**src/rtl/io_cfg_loader.sv**
```systemverilog
// io_cfg_loader
// -------------
// Serial configuration loader for the io_block array. A framed bitstream
// (8-bit sync header, then NUM_BLOCKS*CFG_W payload bits, MSB first) is
// collected in a shadow register. Only a complete frame is copied to cfg_out,
// and that copy happens in a single clock, so the pads never see a partly
// loaded configuration.
//
// Optional build macro: IO_CFG_LOADER_PARITY_EN
//   When defined, one even-parity bit (XOR of all payload bits) follows the
//   payload. A parity mismatch ends the load in ERROR and nothing is committed.
//
// Ports:
//   clk        in   system clock, rising edge
//   rst_n      in   asynchronous active-low reset
//   start      in   begin a load (honoured only in IDLE, DONE or ERROR)
//   abort      in   cancel any load and return to IDLE; beats start and bit transfers
//   bit_in     in   serial data bit
//   bit_valid  in   bit_in is valid this cycle
//   bit_ready  out  loader accepts a bit; a transfer is bit_valid && bit_ready
//   cfg_out    out  committed configuration, word k = cfg_out[k*CFG_W +: CFG_W]
//   cfg_valid  out  one-cycle pulse when cfg_out is updated
//   busy       out  load in progress (SYNC, LOAD, PAR, COMMIT)
//   done       out  last load committed successfully, held until next start
//   err        out  last load failed, held until next start
module io_cfg_loader #(
    parameter int          NUM_BLOCKS = 4,
    parameter int          CFG_W      = 6,
    parameter logic [7:0]  HDR        = 8'hA5,
    parameter int          SYNC_MAX   = 64
) (
    input  logic                        clk,
    input  logic                        rst_n,
    input  logic                        start,
    input  logic                        abort,
    input  logic                        bit_in,
    input  logic                        bit_valid,
    output logic                        bit_ready,
    output logic [NUM_BLOCKS*CFG_W-1:0] cfg_out,
    output logic                        cfg_valid,
    output logic                        busy,
    output logic                        done,
    output logic                        err
);

    localparam int TOTAL   = NUM_BLOCKS * CFG_W;
    localparam int CNT_MAX = (TOTAL > SYNC_MAX) ? (TOTAL + 1) : (SYNC_MAX + 1);
    localparam int CNT_W   = $clog2(CNT_MAX);

    typedef enum logic [2:0] {
        ST_IDLE   = 3'd0,
        ST_SYNC   = 3'd1,
        ST_LOAD   = 3'd2,
`ifdef IO_CFG_LOADER_PARITY_EN
        ST_PAR    = 3'd3,
`endif
        ST_COMMIT = 3'd4,
        ST_DONE   = 3'd5,
        ST_ERROR  = 3'd6
    } state_t;

    state_t             state_r, state_nxt_s;
    logic [CNT_W-1:0]   cnt_r, cnt_nxt_s;
    logic [7:0]         hdr_r, hdr_nxt_s;
    logic [7:0]         hdr_shift_s;
    logic [TOTAL-1:0]   shadow_r, shadow_nxt_s;
    logic [TOTAL-1:0]   cfg_out_r, cfg_nxt_s;
    logic               commit_s;
    logic               xfer_s;
    logic               bit_ready_r, busy_r, done_r, err_r, cfg_valid_r;

`ifdef IO_CFG_LOADER_PARITY_EN
    logic               par_r, par_nxt_s;

    // Running even-parity accumulator step.
    function automatic logic par_step(input logic acc, input logic b);
        par_step = acc ^ b;
    endfunction
`endif

    assign xfer_s      = bit_valid && bit_ready_r;
    assign hdr_shift_s = {hdr_r[6:0], bit_in};

    // Next-state and datapath update logic.
    always_comb begin
        state_nxt_s  = state_r;
        cnt_nxt_s    = cnt_r;
        hdr_nxt_s    = hdr_r;
        shadow_nxt_s = shadow_r;
        cfg_nxt_s    = cfg_out_r;
        commit_s     = 1'b0;
`ifdef IO_CFG_LOADER_PARITY_EN
        par_nxt_s    = par_r;
`endif
        if (abort) begin
            // Abort drops the partial frame; cfg_out is left alone.
            state_nxt_s  = ST_IDLE;
            cnt_nxt_s    = {CNT_W{1'b0}};
            hdr_nxt_s    = 8'h00;
            shadow_nxt_s = {TOTAL{1'b0}};
`ifdef IO_CFG_LOADER_PARITY_EN
            par_nxt_s    = 1'b0;
`endif
        end else begin
            case (state_r)
                ST_IDLE, ST_DONE, ST_ERROR: begin
                    if (start) begin
                        state_nxt_s  = ST_SYNC;
                        cnt_nxt_s    = {CNT_W{1'b0}};
                        hdr_nxt_s    = 8'h00;
                        shadow_nxt_s = {TOTAL{1'b0}};
`ifdef IO_CFG_LOADER_PARITY_EN
                        par_nxt_s    = 1'b0;
`endif
                    end else begin
                        state_nxt_s = state_r;
                    end
                end
                ST_SYNC: begin
                    if (xfer_s) begin
                        hdr_nxt_s = hdr_shift_s;
                        // A match on the last permitted bit still wins.
                        if (hdr_shift_s == HDR) begin
                            state_nxt_s = ST_LOAD;
                            cnt_nxt_s   = {CNT_W{1'b0}};
                        end else if (cnt_r == CNT_W'(SYNC_MAX - 1)) begin
                            state_nxt_s = ST_ERROR;
                            cnt_nxt_s   = cnt_r + 1'b1;
                        end else begin
                            cnt_nxt_s   = cnt_r + 1'b1;
                        end
                    end else begin
                        state_nxt_s = ST_SYNC;
                    end
                end
                ST_LOAD: begin
                    if (xfer_s) begin
                        shadow_nxt_s = {shadow_r[TOTAL-2:0], bit_in};
`ifdef IO_CFG_LOADER_PARITY_EN
                        par_nxt_s    = par_step(par_r, bit_in);
`endif
                        if (cnt_r == CNT_W'(TOTAL - 1)) begin
`ifdef IO_CFG_LOADER_PARITY_EN
                            state_nxt_s = ST_PAR;
`else
                            state_nxt_s = ST_COMMIT;
`endif
                            cnt_nxt_s   = {CNT_W{1'b0}};
                        end else begin
                            cnt_nxt_s   = cnt_r + 1'b1;
                        end
                    end else begin
                        state_nxt_s = ST_LOAD;
                    end
                end
`ifdef IO_CFG_LOADER_PARITY_EN
                ST_PAR: begin
                    if (xfer_s) begin
                        if (bit_in == par_r) begin
                            state_nxt_s = ST_COMMIT;
                        end else begin
                            state_nxt_s = ST_ERROR;
                        end
                    end else begin
                        state_nxt_s = ST_PAR;
                    end
                end
`endif
                ST_COMMIT: begin
                    cfg_nxt_s   = shadow_r;
                    commit_s    = 1'b1;
                    state_nxt_s = ST_DONE;
                end
                default: begin
                    state_nxt_s = ST_IDLE;
                end
            endcase
        end
    end

    // FSM state register.
    always_ff @(posedge clk or negedge rst_n) begin
        if (!rst_n) begin
            state_r <= ST_IDLE;
        end else begin
            state_r <= state_nxt_s;
        end
    end

    // Datapath registers: header search, shadow, counter, committed config.
    always_ff @(posedge clk or negedge rst_n) begin
        if (!rst_n) begin
            cnt_r     <= {CNT_W{1'b0}};
            hdr_r     <= 8'h00;
            shadow_r  <= {TOTAL{1'b0}};
            cfg_out_r <= {TOTAL{1'b0}};
`ifdef IO_CFG_LOADER_PARITY_EN
            par_r     <= 1'b0;
`endif
        end else begin
            cnt_r     <= cnt_nxt_s;
            hdr_r     <= hdr_nxt_s;
            shadow_r  <= shadow_nxt_s;
            cfg_out_r <= cfg_nxt_s;
`ifdef IO_CFG_LOADER_PARITY_EN
            par_r     <= par_nxt_s;
`endif
        end
    end

    // Status outputs registered from the next state so they align with it.
    always_ff @(posedge clk or negedge rst_n) begin
        if (!rst_n) begin
            bit_ready_r <= 1'b0;
            busy_r      <= 1'b0;
            done_r      <= 1'b0;
            err_r       <= 1'b0;
            cfg_valid_r <= 1'b0;
        end else begin
            bit_ready_r <= (state_nxt_s == ST_SYNC) || (state_nxt_s == ST_LOAD)
`ifdef IO_CFG_LOADER_PARITY_EN
                           || (state_nxt_s == ST_PAR)
`endif
                           ;
            busy_r      <= (state_nxt_s == ST_SYNC) || (state_nxt_s == ST_LOAD)
`ifdef IO_CFG_LOADER_PARITY_EN
                           || (state_nxt_s == ST_PAR)
`endif
                           || (state_nxt_s == ST_COMMIT);
            done_r      <= (state_nxt_s == ST_DONE);
            err_r       <= (state_nxt_s == ST_ERROR);
            cfg_valid_r <= commit_s;
        end
    end

    assign bit_ready = bit_ready_r;
    assign busy      = busy_r;
    assign done      = done_r;
    assign err       = err_r;
    assign cfg_valid = cfg_valid_r;
    assign cfg_out   = cfg_out_r;

endmodule

```
**config.mk**
```make
export PLATFORM = sky130hd
export DESIGN_NAME = io_cfg_loader
export DESIGN_NICKNAME = d
export VERILOG_FILES = /design/src/rtl/io_cfg_loader.sv
export SDC_FILE = /design/constraint.sdc
export NUM_CORES = 1
export LEC_CHECK = 0
export CAP_MARGIN = 10
export CORE_UTILIZATION = 25
export DETAILED_ROUTE_END_ITERATION = 7
export PLACE_DENSITY = 0.45
export SETUP_SLACK_MARGIN = 0.4
export SYNTH_ARGS = -nofsm -noshare
export SYNTH_HDL_FRONTEND = slang
export SYNTH_SLANG_ARGS = --single-unit
```
**constraint.sdc**
```tcl
create_clock -name clk -period 2.2 [get_ports clk]
set_input_delay 0.44 -clock clk [delete_from_list [all_inputs] [get_ports clk]]
set_output_delay 0.44 -clock clk [all_outputs]
set_load 0.02 [all_outputs]
```
==> flow_metrics.py, run 1 <==
metrics = {
    "run_status": {
        "violations": "design-rule violations",
        "status": "finished with violations",
    },
    "placement": {
        "gp_congestion": 0.772,
        "postPlaceCellArea_um2": 3640,
        "dpl.cell_count": 453,
        "hpwl_um": 4020,
        "port_buffers": 34,
    },
    "floorplan": {
        "die_area_um2": 12500,
        "coreArea_um2": 11600,
        "num_rows": 39,
        "pin_count": 35,
        "dieWidth_um": 112,
        "fp.dieH_um": 112,
        "start_util": 0.261,
    },
    "worst_setup_path": {
        "cp-start-kind": "primary input",
        "end_kind": "register",
        "critical_path.endpoint": "bit_ready",
        "reg2reg_from": "state_r[0]",
        "r2r_end": "cnt_r[1]",
        "worstPathMaxFanout": 2,
        "crit_arrival_ps": 1980,
        "setup.worst_path.start": "bit_valid",
        "crit_type": "primary input to register",
        "r2r_slack_ps": 430,
        "critPathRequiredTime_ps": 2400,
        "ff2ff_path_depth": 5,
    },
    "sta": {
        "hold_viol_final": 0,
        "whs_ps": 126,
        "slew_violations": 0,
        "max_freq_mhz": 562,
        "fin_crit_sh": 0.809,
        "setup-violations-final": 0,
        "clock_skew_ps": 7.32,
        "rsz0062_at_grt": "true",
        "tightestPinTransition_ps": 434,
        "fin_crit_ps": 1780,
        "max_slew_margin": 0.711,
        "setup_tns_ps": 0,
    },
    "grt": {
        "first_global_vias": 2103,
        "antenna_found_initial": 0,
        "grt_pass1_wl_um": 10700,
        "overflow": 0,
        "grt_util_all_layers": 0.109,
        "grt_max_degree": 71,
    },
    "logic_synthesis": {
        "syn_avg_cell_area_um2": 11.0,
        "synth_enable_flop_cells": 0,
        "synth_compound_area_frac": 0.135,
        "synth.cell_area_um2": 3020,
        "yosysWarnings": 0,
        "ys_seq_elements": 70,
        "syn_nets": 281,
        "synthMuxAreaShare": 0.0934,
        "synth_seq_area_share": 0.581,
        "postSynthCellCount": 274,
        "yosys.area_share.simple": 0.154,
        "synth_xor_area_frac": 0.00290,
        "synth_flop_cell": "dfrtp_1",
        "postSynth.asyncResetShare": 1.00,
        "synth_top_family_by_area": "simple AND/OR/NAND/NOR gates",
        "synth_cell_types": 40,
        "synthAdderAreaFrac": 0.00415,
    },
    "final_layout": {
        "final_cells": 481,
        "layout.nets": 340,
        "fill_cells": 1141,
        "drive_gt1_frac": 0.275,
        "multi_input_area_um2": 1290,
        "syn2layout_area_growth_pct": 37.9,
        "final_area_um2": 4160,
        "seq_area_um2": 1760,
        "diodes": 0,
    },
    "pwr": {
        "power_density_nw_per_um2": 711,
        "p_leak_nw": 1.87,
        "ir_drop_uv": 290,
        "power_mw": 2.96,
    },
    "clock_network": {
        "clk_latency_ps": 330,
        "cts_buffer_depth": 2,
        "clk_pin_slew_ps": 60,
        "htreeDepth": 3,
        "cts_buffers": 9,
        "ctsHoldBuffers": 0,
        "clockRootBuffer": "clkbuf_16",
        "cts.sinks": 70,
        "cts_tree": "built",
    },
    "flow_run": {
        "max_cap_viol_count": 0,
    },
    "detailed_routing": {
        "vias": 2257,
        "drt_iter0_markers": 70,
        "post_drt_wl_per_cell_um": 14.1,
        "wirelength_um": 6780,
        "routed_via_density": 4.69,
        "drc": 4,
        "ant_nets": 0,
        "firstDrtPassIters": 6,
    },
    "hold_path": {
        "min_path_type": "primary input to async pin",
    },
}
## routing by layer
layer | GRT usage | up-vias | part of all wire
met5 | 0 | - | 0
met4 | 0.0495 | 0 | 0.019
met3 | 0.0348 | 12 | 0.042
met2 | 0.160 | 52 | 0.46
met1 | 0.146 | 1113 | 0.48
li1 | - | 1080 | -
## worst min-delay path by stage
stage                             from            to  slack (ps)
final                            rst_n   cfg_out[10]         130
after global routing             rst_n    cfg_out[9]         170
after CTS                        rst_n    cfg_out[9]         140
after detailed placement  shadow_r[23]  shadow_r[23]         490
after global placement    shadow_r[10]  shadow_r[10]         490
after floorplan                  rst_n     bit_ready         140
## synthesized netlist by cell type, drive strengths merged, types with 3 or more instances
cell type,count,share of area
mux2,25,0.093
and3,3,0.0062
inv,4,0.0050
nor2b,3,0.0062
a21oi,9,0.016
nor2,10,0.014
a21o,4,0.010
nor4b,4,0.014
nand2,57,0.071
dfrtp,70,0.58
nor3,4,0.0083
buf,11,0.022
a22o,10,0.029
o21ai,34,0.056
## placed cells by master, fill, tap and decap left out, drive strengths merged, types with 5 or more instances in the layout
cell           synthesis  layout
o21ai                 34      34
nor2                  10      10
dfrtp                 70      70
a22o                  10      10
clkbuf                 2      12
inv                    4       5
a21oi                  9       9
buf                   11      25
nand2                 57      57
clkdlybuf4s50          0      29
mux2                  25      25
## area by class of cell
| cell class | count | area share |
|---|---|---|
| inverter | 4 | 0.00361 |
| clock buffer | 9 | 0.0542 |
| timing repair buffer | 61 | 0.148 |
| clock inverter | 7 | 0.0178 |
| sequential | 70 | 0.422 |
| tap | 143 | 0.0430 |
| multi-input combinational | 187 | 0.311 |
## flip-flops by register name (all words and copies together) (netlist names)
| name | count |
|---|---|
| state_r | 3 |
| busy | 1 |
| hdr_r | 7 |
| cfg_out | 24 |
| shadow_r | 24 |
| cnt_r | 7 |
| cfg_valid | 1 |
| bit_ready | 1 |
| err | 1 |
| done | 1 |
## cell families (layout without fill, tap and decap cells)
group	count (synthesis)	in the layout
compound gates	65	65
fa+ha+maj	1	1
xor+xnor	1	1
flops	70	70
simple gates	95	95
mux	25	25
buf+inv	17	81
## what timing repair did
item                                    4_1_cts  5_1_grt
endpoints found under the setup margin       41       46
resized for setup                            11       16
gates cloned                                  0        2
setup buffers                                 0       10
pin swaps                                     0        3
## critical path, cell delays in order
cell	delay, ps
clkdlybuf4s50_1	480
nand3b_1	110
buf_4	160
nor3b_2	310
nand3_1	150
a31oi_1	270
a21oi_1	70
## power by group
| group | total (mW) | switching [mW] | internal, mW |
|---|---|---|---|
| Combinational | 0.205 | 0.118 | 0.0871 |
| Clock | 1.44 | 0.563 | 0.880 |
| Sequential | 1.31 | 0.0117 | 1.30 |
| Total | 2.96 | 0.692 | 2.26 |
## per-stage QoR
step                utilization  worst slack (ps)
floorplan                     -               516
global placement          0.315              46.5
detailed placement        0.315              22.5
CTS                       0.344               403
global route              0.360               364
finish                    0.360               420
(Power assumes the default switching activity.)
==> run 2: changes to the inputs <==
==> constraint.sdc (replaced) <==
create_clock -name clk -period 1.82 [get_ports clk]
set_input_delay 0.364 -clock clk [delete_from_list [all_inputs] [get_ports clk]]
set_output_delay 0.364 -clock clk [all_outputs]
set_load 0.02 [all_outputs]
==> run 2 against run 1 <==
The run still ends with design-rule violations left. Power increased by 29%. Worst setup slack got worse by 340 ps. Final area increased by 16%. Clock-buffer cell count increased by 2. Critical path type unchanged. Critical endpoint is now err. Largest cell class unchanged. Highest routed layer unchanged.
==> flow_metrics.py, run 2 (synthesized netlist as in run 1, its figures left out) <==
metrics = {
    "floorplan": {
        "coreArea_um2": 11600,
        "num_rows": 39,
        "dieWidth_um": 112,
        "fp.dieH_um": 112,
        "pin_count": 35,
        "start_util": 0.261,
        "die_area_um2": 12500,
    },
    "final_layout": {
        "drive_gt1_frac": 0.421,
        "utilization": 0.418,
        "layout.nets": 370,
        "layout_common_cells": "dfrtp_1 (65), nand2_1 (48), buf_4 (35), mux2_4 (23), clkdlybuf4s15_1 (22)",
        "final_cells": 511,
        "syn2layout_area_growth_pct": 60.3,
        "final_area_um2": 4830,
        "layout.cells.most_common": "dfrtp_1",
        "diodes": 0,
    },
    "grt": {
        "antenna_found_initial": 0,
        "grt_util_all_layers": 0.123,
        "first_global_vias": 2409,
        "grt_pass1_wl_um": 12200,
        "grt_max_degree": 71,
        "overflow": 0,
    },
    "detailed_routing": {
        "wl_met1_um": 3780,
        "met3_length_um": 280,
        "drt_iter0_markers": 88,
        "topRoutingLayerUsed": "met4",
        "routed_via_density": 4.62,
        "vias": 2360,
        "ant_nets": 0,
        "route.met2.wl_um": 3920,
        "firstDrtPassIters": 6,
        "wirelength_um": 8130,
        "drc": 7,
        "post_drt_wl_per_cell_um": 15.9,
    },
    "worst_setup_path": {
        "cp_slowest_cell": "clkdlybuf4s50_1",
        "worstPathMaxFanout": 3,
        "crit_path_cell_trace": "clkdlybuf4s50_1 > nand3b_1 > or3b_4 > o31ai_4 > a21oi_2 > nor3_2",
        "end_kind": "register",
        "critPathMaxStageDelay_ps": 490,
        "crit_arrival_ps": 1990,
        "cp-start-kind": "primary input",
        "critPathRequiredTime_ps": 2070,
        "crit_type": "primary input to register",
    },
    "clock_network": {
        "cts_buffers": 9,
        "clk_latency_ps": 330,
        "clockRootBuffer": "clkbuf_16",
        "cts_buffer_depth": 2,
        "cts.sinks": 70,
        "cts_tree": "built",
        "ctsHoldBuffers": 0,
        "htreeDepth": 3,
        "clk_pin_slew_ps": 60,
    },
    "sta": {
        "setup_tns_ps": 0,
        "slew_violations": 0,
        "fin_crit_sh": 0.958,
        "setup-violations-final": 0,
        "whs_ps": 44.9,
        "max_slew_margin": 0.742,
        "max_freq_mhz": 574,
        "tightestPinTransition_ps": 388,
        "hold_viol_final": 0,
        "fin_crit_ps": 1740,
        "clock_skew_ps": 6.53,
        "rsz0062_at_grt": "true",
    },
    "placement": {
        "dpl.cell_count": 468,
        "hpwl_um": 4190,
        "port_buffers": 34,
        "gp_congestion": 0.807,
        "postPlaceCellArea_um2": 3830,
    },
    "run_status": {
        "status": "finished with violations",
        "violations": "design-rule violations",
    },
    "pwr": {
        "ir_drop_uv": 466,
        "p_leak_nw": 2.15,
        "power_density_nw_per_um2": 792,
    },
    "flow_run": {
        "max_cap_viol_count": 0,
    },
    "hold_path": {
        "min_path_type": "primary input to async pin",
    },
}
## run 2: cell type report
cell class                 count  area [µm²]
clock buffer                  11         243
timing repair buffer          91         970
multi-input combinational    187        1590
inverter                       4        15.0
sequential                    70        1760
clock inverter                 5        82.6
fill                        1094        6730
tap                          143         179
## run 2: report_power, final
part | switching (mW) | internal [mW] | total (mW)
registers | 0.0123 | 1.57 | 1.58
clock network | 0.661 | 1.24 | 1.90
logic | 0.182 | 0.165 | 0.347
## run 2: what timing repair did
item,in CTS,in global routing
setup endpoints to repair,98,88
pin swaps,9,24
setup buffers,8,10
resized for setup,71,76
cloned,1,8
## run 2: final timing paths
path | startpoint | endpoint | slack (ps) | cells past startpoint
worst max register to register | state_r[2] | err | 90 | 5
worst max-delay path | bit_valid | err | 80 | 6
worst min register to register | shadow_r[23] | shadow_r[23] | 480 | 2
max in group asynchronous | rst_n | state_r[1] | 1430 | 2
worst min-delay path | rst_n | shadow_r[18] | 40 | 2
min in group clk | shadow_r[23] | shadow_r[23] | 480 | 2
## run 2: metal layers
layer	global-route usage	up-vias
li1	-	1143
met3	0.0365	12
met5	0	-
met2	0.196	39
met4	0.0459	0
met1	0.158	1166
## run 2: worst max-delay path: cells and delay by family
family | cells | cell delay (ps)
AO/OA/AOI/OAI | 2 | 390
buffers and inverters | 1 | 490
AND/OR/NAND/NOR | 3 | 740
## run 2: through the flow
stage / power (mW) / setup slack, ps
after global routing: 3.97 / 23.8
after CTS: 3.80 / 105
after global placement: 1.82 / -189
after detailed placement: 1.82 / -270
final: 3.83 / 76.4
after floorplan: 1.71 / 226
==> run 3: changes to the inputs <==
--- a/config.mk
+++ b/config.mk
@@ -5,10 +5,14 @@
 export SDC_FILE = /design/constraint.sdc
 export NUM_CORES = 1
 export LEC_CHECK = 0
+export ABC_AREA = 0
 export CAP_MARGIN = 10
+export CELL_PAD_IN_SITES_DETAIL_PLACEMENT = 2
+export CELL_PAD_IN_SITES_GLOBAL_PLACEMENT = 2
 export CORE_UTILIZATION = 25
 export DETAILED_ROUTE_END_ITERATION = 7
-export PLACE_DENSITY = 0.45
+export PLACE_DENSITY = 0.61
+export REMOVE_ABC_BUFFERS = 1
 export SETUP_SLACK_MARGIN = 0.4
 export SYNTH_ARGS = -nofsm -noshare
 export SYNTH_HDL_FRONTEND = slang
==> run 3 against run 2 <==
The run ends with design-rule violations, negative setup slack left. Non-clock buffer count down 2. Clock skew is essentially flat. First-iteration DRC count up 25%. Register-to-register slack worse by 110 ps. Final cell count fell by 0.39%. Critical path type is now register to register.
==> flow_metrics.py, run 3 (synthesized netlist as in run 1, its figures left out) <==
metrics = {
    "sta": {
        "max_slew_margin": 0.739,
        "hold_viol_final": 0,
        "fin_crit_ps": 1840,
        "max_freq_mhz": 543,
        "setup-violations-final": 11,
        "clock_skew_ps": 6.62,
        "rsz0062_at_grt": "true",
        "fin_crit_sh": 1.01,
        "setup_tns_ps": -107,
        "slew_violations": 0,
        "tightestPinTransition_ps": 390,
        "worst_slack_ps": -22.0,
    },
    "floorplan": {
        "pin_count": 35,
        "die_area_um2": 12500,
        "dieWidth_um": 112,
        "coreArea_um2": 11600,
        "start_util": 0.261,
        "fp.dieH_um": 112,
        "num_rows": 39,
    },
    "pwr": {
        "netSwitchingPower_mw": 0.909,
        "power_density_nw_per_um2": 846,
        "power_mw": 4.01,
        "ir_drop_uv": 434,
        "power_frac_clock": 0.507,
        "combPwrFrac": 0.100,
        "p_int_mw": 3.10,
        "seq_power_share": 0.393,
        "sw_frac_of_total": 0.227,
        "p_leak_nw": 2.16,
    },
    "grt": {
        "overflow": 0,
        "top_usage_layer": "met2",
        "grt_max_degree": 71,
        "antenna_found_initial": 0,
        "met3_usage": 0.0463,
        "grt_util_all_layers": 0.156,
        "first_global_vias": 2726,
        "grt_use_met1": 0.190,
        "gr-usage-met2": 0.273,
        "grt_pass1_wl_um": 14900,
    },
    "clock_network": {
        "cts.sinks": 70,
        "cts_buffers": 9,
        "htreeDepth": 3,
        "clk_latency_ps": 330,
        "ctsHoldBuffers": 0,
        "cts_buffer_depth": 2,
        "clk_pin_slew_ps": 60,
        "cts_tree": "built",
        "clockRootBuffer": "clkbuf_16",
    },
    "worst_setup_path": {
        "reg2reg_from": "state_r[1]",
        "worstPathMaxFanout": 7,
        "setup.worst_path.start": "state_r[1]",
        "cp_slowest_cell": "dfrtp_2",
        "crit_path_cell_trace": "nor2_4 > or2_1 > buf_4 > a311oi_4 > buf_6 > clkbuf_16 > nand2_1 > o21ai_1",
        "critPathMaxStageDelay_ps": 530,
        "cp-start-kind": "register",
        "critical_path.endpoint": "shadow_r[12]",
        "crit_arrival_ps": 2100,
        "r2r_end": "shadow_r[12]",
        "critPathRequiredTime_ps": 2080,
        "r2r_slack_ps": -20,
        "ff2ff_path_depth": 8,
        "end_kind": "register",
        "crit_type": "register to register",
    },
    "flow_run": {
        "max_cap_viol_count": 0,
    },
    "placement": {
        "port_buffers": 34,
        "dpl.cell_count": 471,
        "gp_congestion": 0.762,
        "hpwl_um": 5070,
        "dp_slack_ps": -318,
    },
    "detailed_routing": {
        "post_drt_wl_per_cell_um": 19.3,
        "vias": 2518,
        "drc": 4,
        "firstDrtPassIters": 6,
        "routed_via_density": 4.95,
        "drt_iter0_markers": 110,
        "wirelength_um": 9810,
        "ant_nets": 0,
    },
    "final_layout": {
        "layout.cells.most_common": "dfrtp_1",
        "layout.nets": 368,
        "syn2layout_area_growth_pct": 57.3,
        "final_cells": 509,
        "drive_gt1_frac": 0.459,
        "layout_common_cells": "dfrtp_1 (66), nand2_1 (39), buf_4 (39), mux2_2 (24)",
        "utilization": 0.410,
        "diodes": 0,
        "fill_cells": 1190,
    },
    "run_status": {
        "violations": "design-rule violations, negative setup slack",
        "status": "finished with violations",
    },
    "hold_path": {
        "min_path_type": "primary input to async pin",
    },
}
run 3: worst max-delay path, delay by kind of cell (launching register included):
family          cells  cell delay [ps]
compound gates      2              320
buf+inv             3              560
simple gates        3              360
flops               1              530
run 3: power by group through the flow:
stage	sequential, mW	combinational [mW]	clock (mW)
floorplan	1.61	0.0757	0
global placement	1.61	0.219	0
detailed placement	1.61	0.224	0
CTS	1.57	0.320	2.09
global route	1.58	0.430	2.14
finish	1.58	0.402	2.03
run 3: what timing repair did:
action	CTS	global route
gates cloned	3	4
setup buffers	13	2
hold endpoints to repair	0	0
resized for setup	74	94
pin swaps	15	20
setup endpoints to repair	98	93
run 3: stage by stage:
| stage | instance area [µm²] | hold slack, ps |
|---|---|---|
| after global routing | 4740 | 80.0 |
| after global placement | 3770 | 426 |
| final | 4740 | 56.2 |
| after floorplan | 2940 | 68.4 |
| after detailed placement | 3770 | 429 |
| after CTS | 4430 | 69.2 |
run 3: worst min-delay path by stage:
stage | depth (start not counted) | endpoint | slack, ps
2_1_floorplan | 0 | bit_ready | 70
3_3_place_gp | 2 | cfg_out[7] | 430
3_5_place_dp | 2 | cfg_out[7] | 430
4_1_cts | 2 | cfg_out[7] | 70
5_1_grt | 2 | cfg_out[7] | 80
6_report | 2 | cfg_out[7] | 60
run 3: routing by layer:
layer,vias to the layer above,wire (µm)
li1,1146,-
met1,1319,4130
met2,43,5340
met3,10,254
met4,0,87
met5,-,0
run 3: layout make-up:
type | count | area, µm² | area share
multi-input combinational | 187 | 1540 | 0.324
sequential | 70 | 1760 | 0.370
tap | 143 | 179 | 0.0377
clock buffer | 11 | 233 | 0.0491
clock inverter | 5 | 108 | 0.0227
timing repair buffer | 89 | 915 | 0.193
inverter | 4 | 15.0 | 0.00317
